<file path="src/rtl/ps2_keyboard_port.sv">
// ps2_keyboard_port: PS/2 device-to-host receiver with make-code filter and
// scan-code FIFO, presented as LC-3 style KBSR/KBDR words. Rev 1.0
`default_nettype none

module ps2_keyboard_port #(
  parameter int FIFO_DEPTH     = 4,
  parameter int FILTER_LEN     = 4,
  parameter int TIMEOUT_CYCLES = 5000
) (
  input  logic        Clk,
  input  logic        Reset,
  input  logic        PS2_CLK,
  input  logic        PS2_DATA,
  input  logic        KBSR_Read,
  input  logic        KBDR_Read,
  output logic [15:0] KBSR,
  output logic [15:0] KBDR
);

  localparam int FW = $clog2(FILTER_LEN + 1);
  localparam int TW = $clog2(TIMEOUT_CYCLES + 1);
  localparam int PW = (FIFO_DEPTH > 1) ? $clog2(FIFO_DEPTH) : 1;
  localparam logic [FW-1:0] c_FLT_MAX = FW'(FILTER_LEN - 1);
  localparam logic [TW-1:0] c_TO_MAX  = TW'(TIMEOUT_CYCLES - 1);
  localparam logic [PW-1:0] c_PTR_MAX = PW'(FIFO_DEPTH - 1);
  localparam logic [2:0]    c_DEPTH   = 3'(FIFO_DEPTH);

  typedef enum logic [1:0] {
    S_IDLE   = 2'd0,
    S_DATA   = 2'd1,
    S_PARITY = 2'd2,
    S_STOP   = 2'd3
  } state_t;

  logic          r_clk_s1, r_clk_s2, r_dat_s1, r_dat_s2;
  logic          r_clk_filt, r_clk_filt_d;
  logic [FW-1:0] r_flt_cnt;
  logic          w_sample;

  state_t        r_state, w_state_nxt;
  logic [2:0]    r_bitcnt;
  logic [7:0]    r_shift;
  logic          r_parity;
  logic [TW-1:0] r_to_cnt;
  logic          w_timeout, w_stop, w_frame_ok;

  logic          r_byte_vld;
  logic [7:0]    r_byte;
  logic          r_break_pending;
  logic          w_push;

  logic [7:0]    r_mem [0:(1<<PW)-1];
  logic [PW-1:0] r_rd_ptr, r_wr_ptr;
  logic [2:0]    r_count;
  logic          w_full, w_pop, w_do_push, w_ovf_set, w_err_set;
  logic          r_ovf, r_err;

  // Two-flop synchronisers followed by a run-length glitch filter on the clock
  always_ff @(posedge Clk) begin
    if (Reset) begin
      r_clk_s1     <= 1'b1;
      r_clk_s2     <= 1'b1;
      r_dat_s1     <= 1'b1;
      r_dat_s2     <= 1'b1;
      r_clk_filt   <= 1'b1;
      r_clk_filt_d <= 1'b1;
      r_flt_cnt    <= '0;
    end else begin
      r_clk_s1     <= PS2_CLK;
      r_clk_s2     <= r_clk_s1;
      r_dat_s1     <= PS2_DATA;
      r_dat_s2     <= r_dat_s1;
      r_clk_filt_d <= r_clk_filt;
      if (r_clk_s2 == r_clk_filt) begin
        r_flt_cnt <= '0;
      end else if (r_flt_cnt == c_FLT_MAX) begin
        r_clk_filt <= r_clk_s2;
        r_flt_cnt  <= '0;
      end else begin
        r_flt_cnt <= r_flt_cnt + 1'b1;
      end
    end
  end

  assign w_sample   = r_clk_filt_d & ~r_clk_filt;
  assign w_frame_ok = (^{r_shift, r_parity}) & r_dat_s2;

  always_ff @(posedge Clk) begin
    if (Reset) r_state <= S_IDLE;
    else       r_state <= w_state_nxt;
  end

  always_comb begin
    w_state_nxt = r_state;
    w_timeout   = 1'b0;
    w_stop      = 1'b0;
    case (r_state)
      S_IDLE:   if (w_sample && !r_dat_s2) w_state_nxt = S_DATA;
      S_DATA:   if (w_sample && r_bitcnt == 3'd7) w_state_nxt = S_PARITY;
      S_PARITY: if (w_sample) w_state_nxt = S_STOP;
      S_STOP: begin
        if (w_sample) begin
          w_state_nxt = S_IDLE;
          w_stop      = 1'b1;
        end
      end
      default:  w_state_nxt = S_IDLE;
    endcase
    if (r_state != S_IDLE && !w_sample && r_to_cnt == c_TO_MAX) begin
      w_timeout   = 1'b1;
      w_state_nxt = S_IDLE;
    end
  end

  always_ff @(posedge Clk) begin
    if (Reset) begin
      r_bitcnt   <= '0;
      r_shift    <= '0;
      r_parity   <= 1'b0;
      r_to_cnt   <= '0;
      r_byte_vld <= 1'b0;
      r_byte     <= '0;
    end else begin
      r_byte_vld <= 1'b0;
      if (r_state == S_IDLE || w_timeout || w_sample) r_to_cnt <= '0;
      else                                            r_to_cnt <= r_to_cnt + 1'b1;
      if (w_sample) begin
        case (r_state)
          S_IDLE:   r_bitcnt <= '0;
          S_DATA: begin
            r_shift  <= {r_dat_s2, r_shift[7:1]};
            r_bitcnt <= r_bitcnt + 1'b1;
          end
          S_PARITY: r_parity <= r_dat_s2;
          default: begin
            r_byte_vld <= w_frame_ok;
            r_byte     <= r_shift;
          end
        endcase
      end
    end
  end

  // Release codes arm break_pending so the following make code is swallowed
  assign w_push = r_byte_vld && (r_byte != 8'hF0) && (r_byte != 8'hE0) && !r_break_pending;

  always_ff @(posedge Clk) begin
    if (Reset) begin
      r_break_pending <= 1'b0;
    end else if (r_byte_vld) begin
      if (r_byte == 8'hF0)      r_break_pending <= 1'b1;
      else if (r_byte != 8'hE0) r_break_pending <= 1'b0;
    end
  end

  assign w_full    = (r_count == c_DEPTH);
  assign w_pop     = KBDR_Read && (r_count != 3'd0);
  assign w_do_push = w_push && (!w_full || w_pop);
  assign w_ovf_set = w_push && w_full && !w_pop;
  assign w_err_set = (w_stop && !w_frame_ok) || w_timeout;

  always_ff @(posedge Clk) begin
    if (Reset) begin
      r_rd_ptr <= '0;
      r_wr_ptr <= '0;
      r_count  <= '0;
    end else begin
      if (w_do_push) begin
        r_mem[r_wr_ptr] <= r_byte;
        r_wr_ptr        <= (r_wr_ptr == c_PTR_MAX) ? '0 : r_wr_ptr + 1'b1;
      end
      if (w_pop) r_rd_ptr <= (r_rd_ptr == c_PTR_MAX) ? '0 : r_rd_ptr + 1'b1;
      if (w_do_push && !w_pop)      r_count <= r_count + 3'd1;
      else if (w_pop && !w_do_push) r_count <= r_count - 3'd1;
    end
  end

  always_ff @(posedge Clk) begin
    if (Reset) begin
      r_ovf <= 1'b0;
      r_err <= 1'b0;
    end else begin
      if (w_ovf_set)      r_ovf <= 1'b1;
      else if (KBSR_Read) r_ovf <= 1'b0;
      if (w_err_set)      r_err <= 1'b1;
      else if (KBSR_Read) r_err <= 1'b0;
    end
  end

  assign KBSR = {(r_count != 3'd0), r_ovf, r_err, 10'd0, r_count};
  assign KBDR = (r_count != 3'd0) ? {8'h00, r_mem[r_rd_ptr]} : 16'h0000;

endmodule

`default_nettype wire

</file>
<file path="config.mk">
export PLATFORM = sky130hd
export DESIGN_NAME = ps2_keyboard_port
export DESIGN_NICKNAME = d
export VERILOG_FILES = /design/src/rtl/ps2_keyboard_port.sv
export SDC_FILE = /design/constraint.sdc
export NUM_CORES = 1
export LEC_CHECK = 0
export ABC_CLOCK_PERIOD_IN_PS = 6950
export CORE_MARGIN = 5
export CORE_UTILIZATION = 61
export DETAILED_ROUTE_END_ITERATION = 8
export GPL_ROUTABILITY_DRIVEN = 1
export PLACE_DENSITY = 0.85
export REMOVE_ABC_BUFFERS = 1
export SLEW_MARGIN = 20
export SYNTH_ARGS = -nofsm -noshare
export SYNTH_HDL_FRONTEND = slang
export SYNTH_SLANG_ARGS = --single-unit
</file>
<file path="constraint.sdc">
create_clock -name Clk -period 6.95 [get_ports Clk]
set_input_delay 1.39 -clock Clk [delete_from_list [all_inputs] [get_ports Clk]]
set_output_delay 1.39 -clock Clk [all_outputs]
set_load 0.03 [all_outputs]
</file>
# [Word level (Yosys, flattened, before mapping)]
# Memories as Yosys holds them, arrays and structs flattened. A register that Yosys moved wholly into a read port is not among the register bits.
# Index checks and enable logic that the tools add are counted.
[classes] eq_ne=17 shift=0 bitwise=6 multipliers=0 n_lt_le_gt_ge=0 n_reduce_logical=46 mux=24 add_sub_neg=7 n_div=0
[ops] operator="2-bit 2-to-1 mux" count=8
[ops] operator="8-bit inequality test, second input constant" count=2
[ops] operator="1-bit logical AND" count=14
[ops] operator="13-bit by 1-bit adder with 13-bit output, second input constant" count=1
[ops] operator="13-bit equality test, second input constant" count=1
[ops] operator="2-bit AND reduction" count=6
[ops] operator="2-bit nonzero test" count=6
[ops] operator="1-bit 2-to-1 mux" count=11
[ops] operator="3-bit by 1-bit adder with 3-bit output, second input constant" count=3
[ops] operator="9-bit XOR reduction" count=1
[ops] operator="2-bit equality test, second input constant" count=4
[ops] operator="8-bit equality test, second input constant" count=1
[ops] operator="8-bit 2-to-1 mux" count=1
[ops] operator="2-bit inequality test, second input constant" count=4
[ops] operator="2-bit case mux with 4 select lines" count=1
[ops] operator="1-bit logical NOT" count=7
[ops] operator="3-bit equality test, second input constant" count=2
[ops] operator="3-bit 2-to-1 mux" count=2
[ops] operator="3-bit case mux with 2 select lines" count=1
[ops] operator="3-bit OR reduction" count=2
[ops] operator="5-bit OR reduction" count=1
[ops] operator="2-bit by 1-bit adder with 2-bit output, second input constant" count=2
[ops] operator="1-bit logical OR" count=4
[ops] operator="1-bit inverter" count=4
[ops] operator="9 further kinds" count=11
[totals] regBits=55 out_inout_bits=32 memories=1 latchBits=0 word_cells=121 mem_bits_ro=0 inputBits=6 ram_bits=32
[mem_list] memory="r_mem" depth=4 word_bits=8 read_ports=1 rd_clocked_by_memory_dff=1 wr=1 line="52" text="logic [7:0] r_mem [0:(1<<PW)-1];"

# [Depth between registers and ports, before layout]
[logic_depth] depth_word=9 mapped_depth=9 depth_no_buf=9

# [Worst setup path after synthesis]
# Ideal clock, no wire load.
[synth_timing] kind="input port to flip-flop" from="in KBDR_Read" to="reg r_count[2]" t_required_ps=6880 slack_ps=3932 path_stages=9 t_arrival_ps=2947 setup_time_ps=70 n_path_buf=0 path_cell_list="nor4b_1 a211o_1 inv_1 ha_1 inv_1 fa_1 xor2_1 or3_1 a21oi_1"
[synth_between] elab_chain_len=6 elab_cells_between_ends=9 classes_between="1 x mux; 8 x reduce/logical"
[synth_rtl] item="from (decl)" line="15" text="input logic KBDR_Read,"
[synth_rtl] item="1-bit logical AND *" line="157" text="assign w_pop = KBDR_Read && (r_count != 3'd0);"
[synth_rtl] item="1-bit logical OR" line="158" text="assign w_do_push = w_push && (!w_full || w_pop);"
[synth_rtl] item="1-bit logical AND" line="158"
[synth_rtl] item="1-bit logical NOT" line="174" text="else if (w_pop && !w_do_push) r_count <= r_count - 3'd1;"
[synth_rtl] item="1-bit logical AND" line="174"
[synth_rtl] item="2-bit nonzero test (no source line)"
[synth_rtl] item="to (signal assigned)" line="173" text="if (w_do_push && !w_pop) r_count <= r_count + 3'd1;"
[synth_rtl] item="to (signal assigned)" line="174"
[synth_rtl] item="to (decl)" line="54" text="logic [2:0] r_count;"
# Every way passes the cells marked *; elsewhere a longest branch is shown, timed or not.
# A chain may end at the register's enable or synchronous reset.

==> run metrics <==
initial antenna violation count=0; Detailed Routing Iterations Pass 1=5; Max H-tree Level=3; Area after DPL=between 4000 and 5000 um^2; Die Wd=about 90 um; power per standard cell area=291.6 nW/um^2; gr busiest metal=met2; Post-CTS Hold Buffers=0; Net count, final=389; sequential area share after synthesis=between 50 and 60%; multiplexer area fraction after synthesis=approximately 6.2%; post-route cell area=roughly 4200 um^2; most frequent cells after synthesis=57 x dfxtp_1, 37 x nand2_1, 32 x edfxtp_1, 29 x nor2_1, 25 x a21oi_1; starting DRC count in detailed routing=89; Synth Area in Simple Gates=17.01%; most used flip-flop cell after synthesis=dfxtp_1; die area=about 8000 um^2; Layout Area Growth over Synthesis=9.796%; WP data required=5.56 ns; internal power=approximately 0.88 mW; Max Transition Viols Final=0; Flop pwr share=46.7%; Net Switching=about 0.36 mW; Post-CTS Resized=0; share of layout cells above drive strength 1=between 9 and 10%; outcome=finished clean; Yosys top cell area share=between 20% and 30%; Worst-Skew Late Latency=approximately 0.35 ns; io pins=38; grt ovf=0; sw frac=about 29%; vias in the first global route=2309; met1 Usage GRT=between 20 and 25%; dominant cell type by area after synthesis=dfxtp_1; number of flops mapped to enable cells by yosys=32; number of synthesized register bits=89; post-synthesis xor/xnor area fraction=about 5.0%; Core Region=between 6000 and 7000 um^2; routed len/inst=13.52 um; ratio of final minimum period to clock period=53.58%; setup bufs post-CTS=0; crit end category=output pin; grt met2 use=28.99%; crit path kind=flip-flop to output pin; DR DRC count=0; Total Routing Usage GR=around 17%; top post-synthesis cells by area=dfxtp_1 29%, edfxtp_1 25%, ha_1 5.2%, mux4_2 4.7%, buf_4 3.9%; syn avg cell area=between 10 and 15 um^2; Setup TNS=0 ns; Slew HR=53.73%; peak supply drop=around 260 uV; Max-cap violations=0; PortBufs=19; fill count=460; TritonCTS clock tree=yes; FP Rows=29; Leak=approximately 1.5 nW; ANT nets after route=0; HPWL after DPL=4.144 mm; post-synthesis adder-cell area fraction=5.690%; CP max FO=8; Longest Clk Path Bufs=2; Cells after DPL=432; largest net degree at the start of global routing=43; Min-Delay Path Class=flip-flop to flip-flop; Cell variety after synth=41; Vias=roughly 2400; Fin. Hold Viols=0; Chip Height=89.65 um; Initial Util=61.65%; Final Critical Period=about 3.7 ns; antenna fix cells=0; final non-filler cell total=approximately 450; vias per cell=about 5.3; M3 GR Usage=3.923%; final wirelength=just over 6 mm; Compound-Gate Fraction of Synth Area=around 5.2%; Startpoint Class=flip-flop; maximum clock rate=about 270 MHz; Combinational Power Share=22.8%; first-pass GRT wire length=10.61 mm; crit path DAT=about 2.3 ns; RSZ-0062 raised after global routing=false; most frequent cell after synthesis=dfxtp_1; main combinational cell family by area after synthesis=simple AND/OR/NAND/NOR gates; hold slack final=0.4099 ns; Inserted Clock Buffers=9; Clk Tree Root Cell=clkbuf_8; Synth Instances=about 350; Mapped Area=about 3900 um^2; worst-margin pin slew=between 0.6 and 0.7 ns; RePlAce Congestion=between 0.7 and 0.8; Util after Layout=~68%; Setup violations, final=0; clock transition at the registers of the reported paths=approximately 0.08 ns; FFs w/ async S/R, synth=0%; Synth Warn #=0; Clk network pwr share=30.5%; CTS Sinks=89; final clock skew=0.009295 ns
-- cells in the final DEF, fill, tap and decap left out, types with 3 or more instances in the layout --
cell / synthesis / layout
a21oi_1: 25 / 25
and2_1: 13 / 13
clkbuf_8: 0 / 9
clkdlybuf4s50_1: 0 / 19
conb_1: 1 / 18
dfxtp_1: 57 / 57
edfxtp_1: 32 / 32
ha_1: 16 / 16
inv_1: 12 / 12
mux2i_1: 6 / 6
mux4_2: 8 / 8
nand2_1: 37 / 37
nand3_1: 14 / 14
nor2_1: 29 / 29
nor2b_1: 5 / 5
nor3_1: 5 / 5
o21ai_0: 3 / 3
or2_2: 6 / 6
or3_1: 6 / 6
xnor2_1: 12 / 12
xor2_1: 5 / 5
-- through the flow --
| step | total power, mW | setup slack [ns] |
|---|---|---|
| 6_report | 1.239 | 3.226 |
| 5_1_grt | 1.303 | 3.047 |
| 4_1_cts | 1.252 | 3.161 |
| 3_5_place_dp | 0.8763 | 3.290 |
| 3_3_place_gp | 0.8695 | 3.361 |
| 2_1_floorplan | 0.7700 | 3.933 |
-- power by group through the flow --
stage               clock network (mW)  registers, mW  logic (mW)
global placement                     0          0.591       0.278
detailed placement                   0          0.592       0.285
floorplan                            0          0.598       0.172
global route                     0.413          0.585       0.305
finish                           0.378          0.579       0.282
CTS                              0.386          0.580       0.285
-- state kept, by name, summed over array words and instances (netlist names), 3 cells and up, named ones only --
| register | cells |
|---|---|
| r_byte | 8 |
| r_mem | 32 |
| r_flt_cnt | 3 |
| r_count | 3 |
| r_bitcnt | 3 |
| r_shift | 8 |
| r_to_cnt | 13 |
-- kinds of logic (layout without fill, tap and decap cells) --
logic type	count (synthesis)	count (layout)
AOI/OAI and AO/OA	36	36
buffers and inverters	44	49
xor gates and xnor gates	19	19
adders and majority gates	17	17
muxes	14	14
DFF	89	89
other	1	18
and+or+nand+nor	129	129
-- path summary, 6_finish.rpt --
kind | from | end | slack, ns | cells past startpoint
worst max-delay path | flip-flop | KBDR[2] | 3.23 | 3
worst max register to register | r_count[0] | r_count[2] | 4.51 | 8
worst min register to register | r_clk_s1 | r_clk_s2 | 0.41 | 1
worst min-delay path | r_clk_s1 | r_clk_s2 | 0.41 | 1
-- layer usage --
layer  wire, um  vias to the layer above
met2       2980                       54
met3        312                        9
li1           -                     1204
met4         85                        0
met5          0                        -
met1       2680                     1096
-- worst max-delay path: stages (launching register included) --
cell and delay (ns):
dfxtp_1 0.66, mux4_2 0.57, and2_1 0.17, clkdlybuf4s50_1 0.59
-- final cells by class --
type	count	area, um^2	share of cell area [%]
Clock inverter	7	93.84	2.208
Inverter	12	45.04	1.060
Multi-Input combinational cell	233	1583	37.25
Tap cell	77	96.34	2.267
Timing Repair Buffer	21	205.2	4.829
Clock buffer	9	123.9	2.915
Sequential cell	89	2102	49.47
Power figures use the tool's default switching activity.
